### src/rtl/lab76_add_sub_issuer.sv
// lab76_add_sub_issuer
// Issue/collect wrapper around the combinational 16-bit add/sub core.
// Requests are registered onto the core ports and held there. On the
// following edge, the core's result is captured into a small response FIFO,
// along with the carry, zero and signed-overflow flags and the request tag.
// The FIFO is drained over a valid/ready handshake.

module lab76_add_sub_issuer #(
    parameter int N     = 16,
    parameter int DEPTH = 4
) (
    input  logic         clk_in,
    input  logic         rst_n_in,

    input  logic         req_valid_in,
    output logic         req_ready_out,
    input  logic [N-1:0] req_a_in,
    input  logic [N-1:0] req_b_in,
    input  logic         req_op_in,
    input  logic [3:0]   req_tag_in,

    output logic [N-1:0] core_a_out,
    output logic [N-1:0] core_b_out,
    output logic         core_op_out,
    input  logic [N-1:0] core_result_in,
    input  logic         core_carry_in,

    output logic         rsp_valid_out,
    input  logic         rsp_ready_in,
    output logic [N-1:0] rsp_result_out,
    output logic         rsp_carry_out,
    output logic         rsp_zero_out,
    output logic         rsp_ovf_out,
    output logic [3:0]   rsp_tag_out,

    output logic         busy_out
);

    localparam int PTR_W = (DEPTH > 1) ? $clog2(DEPTH) : 1;
    localparam int CNT_W = $clog2(DEPTH + 1);

    typedef struct packed {
        logic [N-1:0] result;
        logic         carry;
        logic         zero;
        logic         ovf;
        logic [3:0]   tag;
    } rsp_entry_t;

    // Issue stage: operands are held here and drive the core directly.
    logic         iss_v;
    logic [N-1:0] iss_a;
    logic [N-1:0] iss_b;
    logic         iss_op;
    logic [3:0]   iss_tag;

    // Response FIFO storage and bookkeeping.
    rsp_entry_t       fifo_mem [DEPTH];
    logic [PTR_W-1:0] wr_ptr;
    logic [PTR_W-1:0] rd_ptr;
    logic [CNT_W-1:0] count;

    logic       fifo_empty;
    logic       fifo_full;
    logic       pop;
    logic       space;
    logic       push;
    logic       accept;
    rsp_entry_t new_entry;
    rsp_entry_t head;

    // Handshake decisions. A pop frees a slot on the same edge, so a full FIFO
    // can still take the issue stage's result when the consumer is draining.
    always_comb begin
        fifo_empty    = (count == '0);
        fifo_full     = (count == CNT_W'(DEPTH));
        pop           = !fifo_empty && rsp_ready_in;
        space         = !fifo_full || pop;
        push          = iss_v && space;
        req_ready_out = !iss_v || space;
        accept        = req_valid_in && req_ready_out;
        busy_out      = iss_v || !fifo_empty;
    end

    // Build the response entry from the core output. Overflow is computed
    // from the registered operands, and the sign rule flips for subtraction.
    always_comb begin
        new_entry        = '0;
        new_entry.result = core_result_in;
        new_entry.carry  = core_carry_in;
        new_entry.zero   = (core_result_in == '0);
        new_entry.tag    = iss_tag;
        if (iss_op) begin
            new_entry.ovf = (iss_a[N-1] != iss_b[N-1]) &&
                            (core_result_in[N-1] != iss_a[N-1]);
        end else begin
            new_entry.ovf = (iss_a[N-1] == iss_b[N-1]) &&
                            (core_result_in[N-1] != iss_a[N-1]);
        end
    end

    // Issue register. A new request may replace a result that is being
    // captured on the same edge. Otherwise the stage empties after its capture.
    always_ff @(posedge clk_in or negedge rst_n_in) begin
        if (!rst_n_in) begin
            iss_v   <= 1'b0;
            iss_a   <= '0;
            iss_b   <= '0;
            iss_op  <= 1'b0;
            iss_tag <= '0;
        end else if (accept) begin
            iss_v   <= 1'b1;
            iss_a   <= req_a_in;
            iss_b   <= req_b_in;
            iss_op  <= req_op_in;
            iss_tag <= req_tag_in;
        end else if (push) begin
            iss_v   <= 1'b0;
        end
    end

    // FIFO storage and pointers. The pointers wrap naturally because DEPTH is
    // a power of two.
    always_ff @(posedge clk_in or negedge rst_n_in) begin
        if (!rst_n_in) begin
            for (int i = 0; i < DEPTH; i++) begin
                fifo_mem[i] <= '0;
            end
            wr_ptr <= '0;
            rd_ptr <= '0;
        end else begin
            if (push) begin
                fifo_mem[wr_ptr] <= new_entry;
                wr_ptr           <= wr_ptr + PTR_W'(1);
            end
            if (pop) begin
                rd_ptr <= rd_ptr + PTR_W'(1);
            end
        end
    end

    // Occupancy count. A simultaneous push and pop leaves the count unchanged.
    always_ff @(posedge clk_in or negedge rst_n_in) begin
        if (!rst_n_in) begin
            count <= '0;
        end else begin
            case ({push, pop})
                2'b10:   count <= count + CNT_W'(1);
                2'b01:   count <= count - CNT_W'(1);
                default: count <= count;
            endcase
        end
    end

    // Head of the FIFO. Outputs are forced to zero while the FIFO is empty so
    // that stale entries never show on the response bus.
    always_comb begin
        head           = fifo_mem[rd_ptr];
        rsp_valid_out  = !fifo_empty;
        rsp_result_out = '0;
        rsp_carry_out  = 1'b0;
        rsp_zero_out   = 1'b0;
        rsp_ovf_out    = 1'b0;
        rsp_tag_out    = '0;
        if (!fifo_empty) begin
            rsp_result_out = head.result;
            rsp_carry_out  = head.carry;
            rsp_zero_out   = head.zero;
            rsp_ovf_out    = head.ovf;
            rsp_tag_out    = head.tag;
        end
    end

    // Core ports follow the issue register. They keep their last operands
    // after the capture.
    always_comb begin
        core_a_out  = iss_a;
        core_b_out  = iss_b;
        core_op_out = iss_op;
    end

endmodule

### config.mk
export PLATFORM = sky130hd
export DESIGN_NAME = lab76_add_sub_issuer
export DESIGN_NICKNAME = d
export VERILOG_FILES = /design/src/rtl/lab76_add_sub_issuer.sv
export SDC_FILE = /design/constraint.sdc
export NUM_CORES = 1
export LEC_CHECK = 0
export CORE_MARGIN = 8
export CORE_UTILIZATION = 53
export DETAILED_ROUTE_END_ITERATION = 12
export PLACE_DENSITY_LB_ADDON = 0.3
export SLEW_MARGIN = 20
export SYNTH_ARGS = -nofsm -noshare
export SYNTH_HDL_FRONTEND = slang
export SYNTH_SLANG_ARGS = --single-unit
### constraint.sdc
create_clock -name clk_in -period 2.8 [get_ports clk_in]
set_input_delay 0.42 -clock clk_in [delete_from_list [all_inputs] [get_ports clk_in]]
set_output_delay 0.42 -clock clk_in [all_outputs]
set_load 0.01 [all_outputs]
# ---- Yosys cells after proc, flatten, opt, wreduce, memory -nomap -nowiden
# Cells that the tools add are included.
dict set report totals {
  word_cells 74
  in_bits 58
  output_inout_bits 59
  reg_bits 137
}
dict set report op_classes {
  n_mux 15
  n_addsub 4
  reduce_logical 16
  bitwise 2
  n_lt_le_gt_ge 3
  eq_ne 6
}
# cell n
set ops {}
lappend ops {{$bwmux W92} 1}
lappend ops {{$mux W23} 3}
lappend ops {{$bmux W23 S2} 1}
lappend ops {{$demux W23 S2} 1}
lappend ops {{$logic_not A16 Y1} 1}
lappend ops {{$mux W16} 1}
lappend ops {{$ge A3 B3 Y1 const B} 2}
lappend ops {{$logic_and A1 B1 Y1} 6}
lappend ops {{$mux W1} 6}
lappend ops {{$not A2 Y3} 2}
lappend ops {{$pmux W3 S2} 1}
lappend ops {{$add A2 B1 Y2 const B} 2}
lappend ops {{$mux W4} 1}
lappend ops {{$reduce_bool A2 Y1} 2}
lappend ops {{$add A3 B1 Y3 const B} 1}
lappend ops {{$eq A3 B3 Y1 const B} 1}
lappend ops {{$logic_not A1 Y1} 3}
lappend ops {{$logic_not A3 Y1} 1}
lappend ops {{$logic_or A1 B1 Y1} 3}
lappend ops {{$lt A3 B1 Y1 const B} 1}
lappend ops {{$sub A3 B1 Y3 const B} 1}
lappend ops {{$eq A2 B1 Y1 const B} 1}
lappend ops {{$eq A2 B2 Y1 const B} 1}
lappend ops {{$ne A1 B1 Y1} 2}
lappend ops {{$eq A1 B1 Y1} 1}

# ---- Depth between registers and ports, before layout
# Gate-level depths: netlist of the first run.
dict set report logic_depth {
  ltp_word 7
  depth_mapped 9
  depth_no_buf 8
}

# ---- Worst setup path before layout of the first run
# OpenSTA, ideal clock, no wires.
dict set report synth_path {
  kind {register -> register}
  start {register count[0]}
  end {register count[2]}
  path_buffers 0
  stages_incl_launch_ff 9
  period_less_slack_ps 2214
  path_slack_ps 586
  arrival_ps 2134
  setup_time_ps 79
  t_required_ps 2721
  cell_sequence {dfrtp_1 -> or4b_4 -> nand2_1 -> ha_1 -> inv_1 -> fa_1 -> xor2_1 -> nor2_1 -> xor2_1}
}
dict set report synth_between {
  elab_chain_len 7
  word_cells_on_any_way 13
  classes_between {add/sub: 2; eq/ne: 3; mux: 1; reduce/logical: 7}
}
# element line
set synth_lines {}
lappend synth_lines {{from (decl)} 61} ;# logic [CNT_W-1:0] count;
lappend synth_lines {{from (signal assigned)} 148} ;# 2'b10: count <= count + CNT_W'(1);
lappend synth_lines {{from (signal assigned)} 149} ;# 2'b01: count <= count - CNT_W'(1);
lappend synth_lines {{from (signal assigned)} 150} ;# default: count <= count;
lappend synth_lines {{$logic_not A3 Y1} 75} ;# fifo_empty = (count == '0);
lappend synth_lines {{$logic_not A1 Y1} n/a}
lappend synth_lines {{$logic_and A1 B1 Y1} 77} ;# pop = !fifo_empty && rsp_ready_in;
lappend synth_lines {{$logic_or A1 B1 Y1} 78} ;# space = !fifo_full || pop;
lappend synth_lines {{$logic_and A1 B1 Y1} 79} ;# push = iss_v && space;
lappend synth_lines {{$eq A2 B1 Y1 / $eq A2 B2 Y1 (equally long branches)} 147} ;# case ({push, pop})
lappend synth_lines {{$pmux W3 S2 / $reduce_bool A2 Y1 (equally long branches)} n/a}
# Several ways; a longest one is shown, not always the timed one.
# A chain may end at the register's enable or synchronous reset.

# ---- Worst setup path in the final report of the first run
dict set report layout_path {
  start {register rd_ptr[0]}
  end {output port rsp_result_out[1]}
}
dict set report layout_between {
  elab_chain_len 5
}
# element line
set layout_lines {}
lappend layout_lines {{from (decl)} 60} ;# logic [PTR_W-1:0] rd_ptr;
lappend layout_lines {{from (signal assigned)} 137} ;# rd_ptr <= rd_ptr + PTR_W'(1);
lappend layout_lines {{$not A2 Y3 (implied by the code)} 158} ;# head = fifo_mem[rd_ptr];
lappend layout_lines {{$bmux W23 S2} 158}
lappend layout_lines {{$mux W23 (implied by the code) (2 in series)} 158}
lappend layout_lines {{$mux W16} 165} ;# if (!fifo_empty) begin
lappend layout_lines {{to (decl)} 30} ;# output logic [N-1:0] rsp_result_out,
# No other way between the ends. The select of a mux whose other input is x is not followed.

==> metrics, run 1 <==
library cell used as clock root buffer=clkbuf_16; reg-to-reg setup timing slack=0.54 ns; clock share of power=around 22%; largest family of logic cells by synthesized area=multiplexers; wire length of the first global-routing pass=~23,000 microns; number of max-cap violations=0; type of element capturing the critical path=output pin; Highest Clock Rate=between 300 and 400 MHz; Mapped Nets=444; share of the synthesized area in compound gates (AO/OA/AOI/OAI)=less than 1%; number of antenna-violating nets in the routed design=0; worst hold slack=0.503 ns; cell taking the most area after synthesis=dfrtp_1; total number of H-tree levels=4; net switching power=~2.8 mW; Hold Path Cell Cnt=1; Avg Synthesized Cell Area=~17 sq um; post-route DRC violation count=0; first drt pass iteration count=4; number of instances in the placed design=around 660; combinational cell fraction of total power=~45%; starting utilization of the core area=a little over half; antenna violations before repair=0; synthesized area=6570 sq um; simple logic cell fraction of the synthesized area=4.91%; Slew Limit Fails=0; total of endpoints with negative setup slack in the final report=0; dpl cell area=~7900 sq um; total of flip-flops plus latches after synthesis=about 140; final design instance area without fill=about 8500 sq um; skew final=0.00496 ns; number of enable flip-flop cells after synthesis=0; Die Height=between 100 and 150 microns; Pwr per Cell Area=approximately 1200 nW/um^2; leading post-synthesis cells by cell area=dfrtp_1 (52%), mux2_4 (24%), mux4_2 (7.9%), mux2_2 (3.4%), buf_12 (2.4%); area overhead of the layout relative to synthesis=29.3%; Placeable Area=around 12,000 sq um; number of inserted diodes=0; leakage dissipation=a little under 4 nW; final non-filler cell total=between 600 and 700; Worst Path Max Fanout=19; top post-synthesis cells by count=dfrtp_1 (137), mux2_4 (106), and2_1 (24); Final Power=9.80 mW; nets=573; cts bufs inserted=17; class of the most critical hold timing path=flop to flop; arrival time worst endpoint=between 2 and 2.5 ns; instance count of the mapped netlist=380; Unique masters post-synth=28; RSZ-0062 raised after global routing=false; XOR/XNOR share of the synthesized area=less than 1%; Reg clk slew, reported paths=0.05 ns; Max IR drop VDD=0.000508 V; width of the die=127 microns; drt initial violations=around 210; Slew HR=roughly 60%; worst setup path endpoint=rsp_result_out[1]; pin count of the biggest net entering global routing=65; dominant cell by count in the synthesized netlist=dfrtp_1; die outline area=about 16,000 sq um; residual overflow from global routing=0; share of the synthesized area in the top cell type=approximately 52%; proportion of layout cells with a drive suffix above 1=about two fifths; ys async rst share=100%; Synth warnings=0; average via count per standard cell=approximately 5.3; share of the clock period used by the worst path=a little over nine tenths; Post-Route WL=approximately 14,000 microns; HPWL Detailed=roughly 9400 microns; count of standard-cell rows=40; via count of the routed design=around 3,600; Setup crit start kind=flop; average detailed-routed wire length per instance=20.5 microns; launch instance of the worst register-to-register path=count[0]$_DFFE_PN0P_; clock net sink count=137; cell internal power dissipation=~7 mW; kind of critical path=flop to output pin; final hold violation count=0; switching power as a share of total power=between 20 and 30%; end of the worst register-to-register path=count[2]$_DFFE_PN0P_; CP Data Required Time=between 2 and 2.5 ns; Max Root-Sink Buffers=2; Primary FF master, synth=dfrtp_1; worst setup path startpoint=rd_ptr[0]$_DFFE_PN0P_; proportion of synthesized area in mux cells=between 30% and 40%; run status=finished clean; Tot GR Track Use=between 10% and 20%; Port-buffer cells=about 120; clock latency of the later-clocked register in the worst-skew pair=between 0.4 and 0.5 ns; Boundary Pins=approximately 120; placer congestion estimate=~0.73; final sum of negative setup slack=0 ns; measured slew at the worst slew-check pin=0.593 ns; part of the Yosys area used for sequential elements=52.2%; R2R depth=8; final worst path period need=about 2.6 ns; number of global-route vias before repair=about 4,200; TritonCTS clock tree=yes; relative contribution of sequential cells to total power=33.6%; share of synthesized cell area in full adder, half adder and majority cells=under 10%
## power by group through the flow
stage | registers (mW) | logic [mW] | clock network, mW
finish | 3.29 | 4.37 | 2.14
global route | 3.39 | 4.67 | 2.29
CTS | 3.29 | 4.44 | 2.20
detailed placement | 3.32 | 4.35 | 0
global placement | 3.28 | 4.28 | 0
floorplan | 3.15 | 3.00 | 0
## worst max-delay path: stages, from the launching register on
cell and delay, ns:
dfrtp_2 0.39, buf_12 0.21, mux4_2 0.52, and2_1 0.18, clkdlybuf4s50_1 0.50
## worst min path at each step
stage / startpoint / end / slack (ns)
2_1_floorplan: rst_n_in / core_a_out[0]$_DFFE_PN0P_ / 0.12
3_3_place_gp: rst_n_in / fifo_mem[85]$_DFFE_PN0P_ / 0.44
3_5_place_dp: rst_n_in / fifo_mem[85]$_DFFE_PN0P_ / 0.44
4_1_cts: fifo_mem[27]$_DFFE_PN0P_ / fifo_mem[27]$_DFFE_PN0P_ / 0.50
5_1_grt: fifo_mem[4]$_DFFE_PN0P_ / fifo_mem[4]$_DFFE_PN0P_ / 0.52
6_report: fifo_mem[4]$_DFFE_PN0P_ / fifo_mem[4]$_DFFE_PN0P_ / 0.50
## area by class of cell
type | count | area (sq um)
Clock buffer | 23 | 508
Clock inverter | 8 | 67.6
Fill cell | 804 | 3560
Inverter | 9 | 33.8
Multi-Input combinational cell | 213 | 2880
Sequential cell | 137 | 3430
Tap cell | 168 | 210
Timing Repair Buffer | 131 | 1370
## state kept, by name, summed over array words and instances, names as in the netlist
| register | cells |
|---|---|
| wr_ptr | 2 |
| iss_v | 1 |
| core_a_out | 16 |
| rd_ptr | 2 |
| iss_tag | 4 |
| count | 3 |
| core_op_out | 1 |
| core_b_out | 16 |
| fifo_mem | 92 |
## metrics by stage
stage	utilization, %	setup slack, ns
global placement	65.5	0.187
detailed placement	65.5	0.0767
floorplan	-	0.586
finish	70.5	0.169
global route	70.5	0.0779
CTS	70.5	0.125
## layer usage
| layer | share of wire, % | track usage [%] | wire (microns) |
|---|---|---|---|
| met2 | 51 | 30.6 | 7240 |
| met1 | 43 | 22.6 | 6150 |
| met5 | 0 | 0 | 0 |
| met4 | 0.54 | 5.67 | 76 |
| met3 | 4.8 | 6.45 | 684 |
## cell families after synthesis
family | after synthesis
muxes | 155
DFF | 137
AOI/OAI and AO/OA | 1
buffers and inverters | 30
xor gates and xnor gates | 7
and+or+nand+nor | 44
adders and majority gates | 6
## timing repair
action                                  in CTS  in global routing
buffers inserted                             1                  0
hold buffers                                 1                  0
hold endpoints to repair                    13                  0
gates resized for setup                      1                  0
endpoints found under the setup margin      20                  0
## layout by cell type, fill, tap and decap left out, types with 5 or more instances in the layout
cell,n
dfrtp_1,136
clkdlybuf4s50_1,115
mux2_4,106
and2_1,24
mux4_2,23
mux2_2,20
clkbuf_16,17
inv_1,9
buf_12,7
buf_4,7
mux2i_1,6
clkinv_2,6
clkbuf_8,6
ha_1,5
(Power assumes the default switching activity.)
==> run 2: changes to the inputs <==
--- a/config.mk
+++ b/config.mk
@@ -9,5 +9,6 @@
 export CORE_UTILIZATION = 53
 export DETAILED_ROUTE_END_ITERATION = 12
-export PLACE_DENSITY_LB_ADDON = 0.3
+export PLACE_DENSITY = 0.8
+export REMOVE_ABC_BUFFERS = 1
 export SLEW_MARGIN = 20
 export SYNTH_ARGS = -nofsm -noshare
==> constraint.sdc (replaced) <==
create_clock -name clk_in -period 2.8 [get_ports clk_in]
set_input_delay 0.42 -clock clk_in [delete_from_list [all_inputs] [get_ports clk_in]]
set_output_delay 0.42 -clock clk_in [all_outputs]
set_load 0.02 [all_outputs]
==> metrics, run 2 (same netlist as run 1, synthesis figures left out) <==
class of the most critical hold timing path=primary input to async pin (was flop to flop); flip-flop count of the largest register, all copies and words added=92 (unchanged); type of element capturing the critical path=output pin (unchanged); clock share of power=22.4% (was 21.9%); final worst slack=0.101 ns (was 0.169 ns); die outline area=16,200 sq um (unchanged); CP Data Required Time=2.38 ns (about the same); width of the die=127 microns (unchanged); Post-Route WL=13,600 microns (was 14,100 microns); antenna violations before repair=0 (unchanged); leakage dissipation=3.93 nW (was 3.91 nW); starting utilization of the core area=54.5% (unchanged); Max IR drop VDD=0.000530 V (was 0.000508 V); number of global-route vias before repair=4,193 (was 4,171); HPWL Detailed=9280 microns (was 9400 microns); worst hold slack=0.0618 ns (was 0.503 ns); Highest Clock Rate=371 MHz (was 380 MHz); Worst Path Max Fanout=10 (was 19); number of buffers added to fix hold violations after cts=0 (was 1); cts bufs inserted=17 (unchanged); final non-filler cell total=690 (was 689); first drt pass iteration count=4 (unchanged); nets=573 (unchanged); number of antenna-violating nets in the routed design=0 (unchanged); kind of critical path=flop to output pin (unchanged); Slew HR=42.1% (was 60.5%); Die Height=127 microns (unchanged); average via count per standard cell=5.26 (about the same); cell internal power dissipation=7.19 mW (was 6.99 mW); RSZ-0062 raised after global routing=false (unchanged); number of max-cap violations=0 (unchanged); Reg clk slew, reported paths=0.05 ns (about the same); area overhead of the layout relative to synthesis=30.5% (was 29.3%); placer congestion estimate=0.714 (was 0.733); skew final=0.00423 ns (was 0.00496 ns); commonest cells after routing, fill and taps aside=dfrtp_1 (136), clkdlybuf4s50_1 (115), mux2_4 (106), and2_1 (24), mux4_2 (23) (unchanged); wire length of the first global-routing pass=22,400 microns (was 23,200 microns); Boundary Pins=117 (unchanged); worst slack at placement=0.0533 ns (was 0.0767 ns); proportion of layout cells with a drive suffix above 1=39.5% (was 39.2%); number of instances in the placed design=657 (was 656); relative contribution of sequential cells to total power=32.0% (was 33.6%); final cell utilization of the core=71.1% (was 70.5%); clock latency of the later-clocked register in the worst-skew pair=0.41 ns (about the same); dpl cell area=7920 sq um (was 7900 sq um); Setup crit start kind=flop (unchanged); share of the clock period used by the worst path=96.4% (was 94.0%); final sum of negative setup slack=0 ns (unchanged); total number of H-tree levels=4 (unchanged); Placeable Area=12,100 sq um (unchanged); TritonCTS clock tree=yes (unchanged); final hold violation count=0 (unchanged); number of inserted diodes=0 (unchanged); Tot GR Track Use=17.8% (was 18.6%); average detailed-routed wire length per instance=19.7 microns (was 20.5 microns); final design instance area without fill=8570 sq um (was 8500 sq um); count of standard-cell rows=40 (unchanged); Final Power=10.3 mW (was 9.80 mW); clock net sink count=137 (unchanged); run status=finished clean (unchanged); library cell used as clock root buffer=clkbuf_16 (unchanged); drt initial violations=189 (was 209); total of endpoints with negative setup slack in the final report=0 (unchanged); via count of the routed design=3,630 (was 3,627); most common cell after layout, fill and taps aside=dfrtp_1 (unchanged); arrival time worst endpoint=2.28 ns (was 2.21 ns); measured slew at the worst slew-check pin=0.869 ns (was 0.593 ns); register bank with the most flops=fifo_mem (unchanged); net switching power=3.14 mW (was 2.81 mW); combinational cell fraction of total power=45.6% (was 44.6%); Port-buffer cells=116 (unchanged); pin count of the biggest net entering global routing=94 (was 65); switching power as a share of total power=30.4% (was 28.7%); final worst path period need=2.70 ns (was 2.63 ns); Slew Limit Fails=0 (unchanged); Pwr per Cell Area=1210 nW/um^2 (was 1150 nW/um^2); post-route DRC violation count=0 (unchanged); Max Root-Sink Buffers=2 (unchanged); residual overflow from global routing=0 (unchanged)
[run 2: cell types whose count changed in the layout (fill, tap and decap cells not counted), sizes merged]
cell / delta
dlygate4sd3: -1
buf: +1
clkinv: -1
clkbuf: -2
inv: +1
bufinv: +2
clkinvlp: +1
[run 2: final timing paths]
| kind | startpoint | end | slack [ns] | depth (start not counted) |
|---|---|---|---|---|
| hold / removal | rst_n_in | fifo_mem[89]$_DFFE_PN0P_ | 0.06 | 1 |
| hold reg to reg | fifo_mem[23]$_DFFE_PN0P_ | fifo_mem[23]$_DFFE_PN0P_ | 0.50 | 1 |
| setup / recovery | rd_ptr[0]$_DFFE_PN0P_ | rsp_result_out[7] | 0.10 | 4 |
| min in group clk_in | fifo_mem[23]$_DFFE_PN0P_ | fifo_mem[23]$_DFFE_PN0P_ | 0.50 | 1 |
| max in group asynchronous | rst_n_in | rd_ptr[0]$_DFFE_PN0P_ | 1.95 | 2 |
| setup reg to reg | count[0]$_DFFE_PN0P_ | count[2]$_DFFE_PN0P_ | 0.52 | 8 |
[run 2: power groups by stage]
stage	Combinational, mW	Clock, mW	Sequential, mW
floorplan	2.97	0	3.32
global placement	4.61	0	3.28
detailed placement	4.70	0	3.33
CTS	4.79	2.36	3.31
global route	5.01	2.45	3.40
finish	4.71	2.31	3.31
[run 2: final cells by class]
cell class	count	area (sq um)
flip-flops and latches	137	3430
clock buffers	21	480
clock inverters	11	143
repair buffers	131	1390
multi-input cells	213	2880
well taps	168	210
inverters	9	33.8
fillers	786	3490
[run 2: per-layer routing]
metal	share of wire, %	vias up	wire length (microns)	track usage, %
met4	0.91	0	123	6.02
li1	-	1626	-	-
met3	9.2	13	1250	8.24
met5	0	-	0	0
met2	45	127	6090	26.1
met1	45	1864	6120	22.9
[run 2: critical path, cell delays in order (launching register included)]
cell and delay [ns]:
dfrtp_4 0.47, buf_12 0.17, mux4_2 0.49, and2_1 0.19
clkdlybuf4s50_1 0.55
[run 2: what timing repair did]
action	CTS	global route
setup endpoints to repair	24	0
setup buffers	1	0
resized for setup	2	0
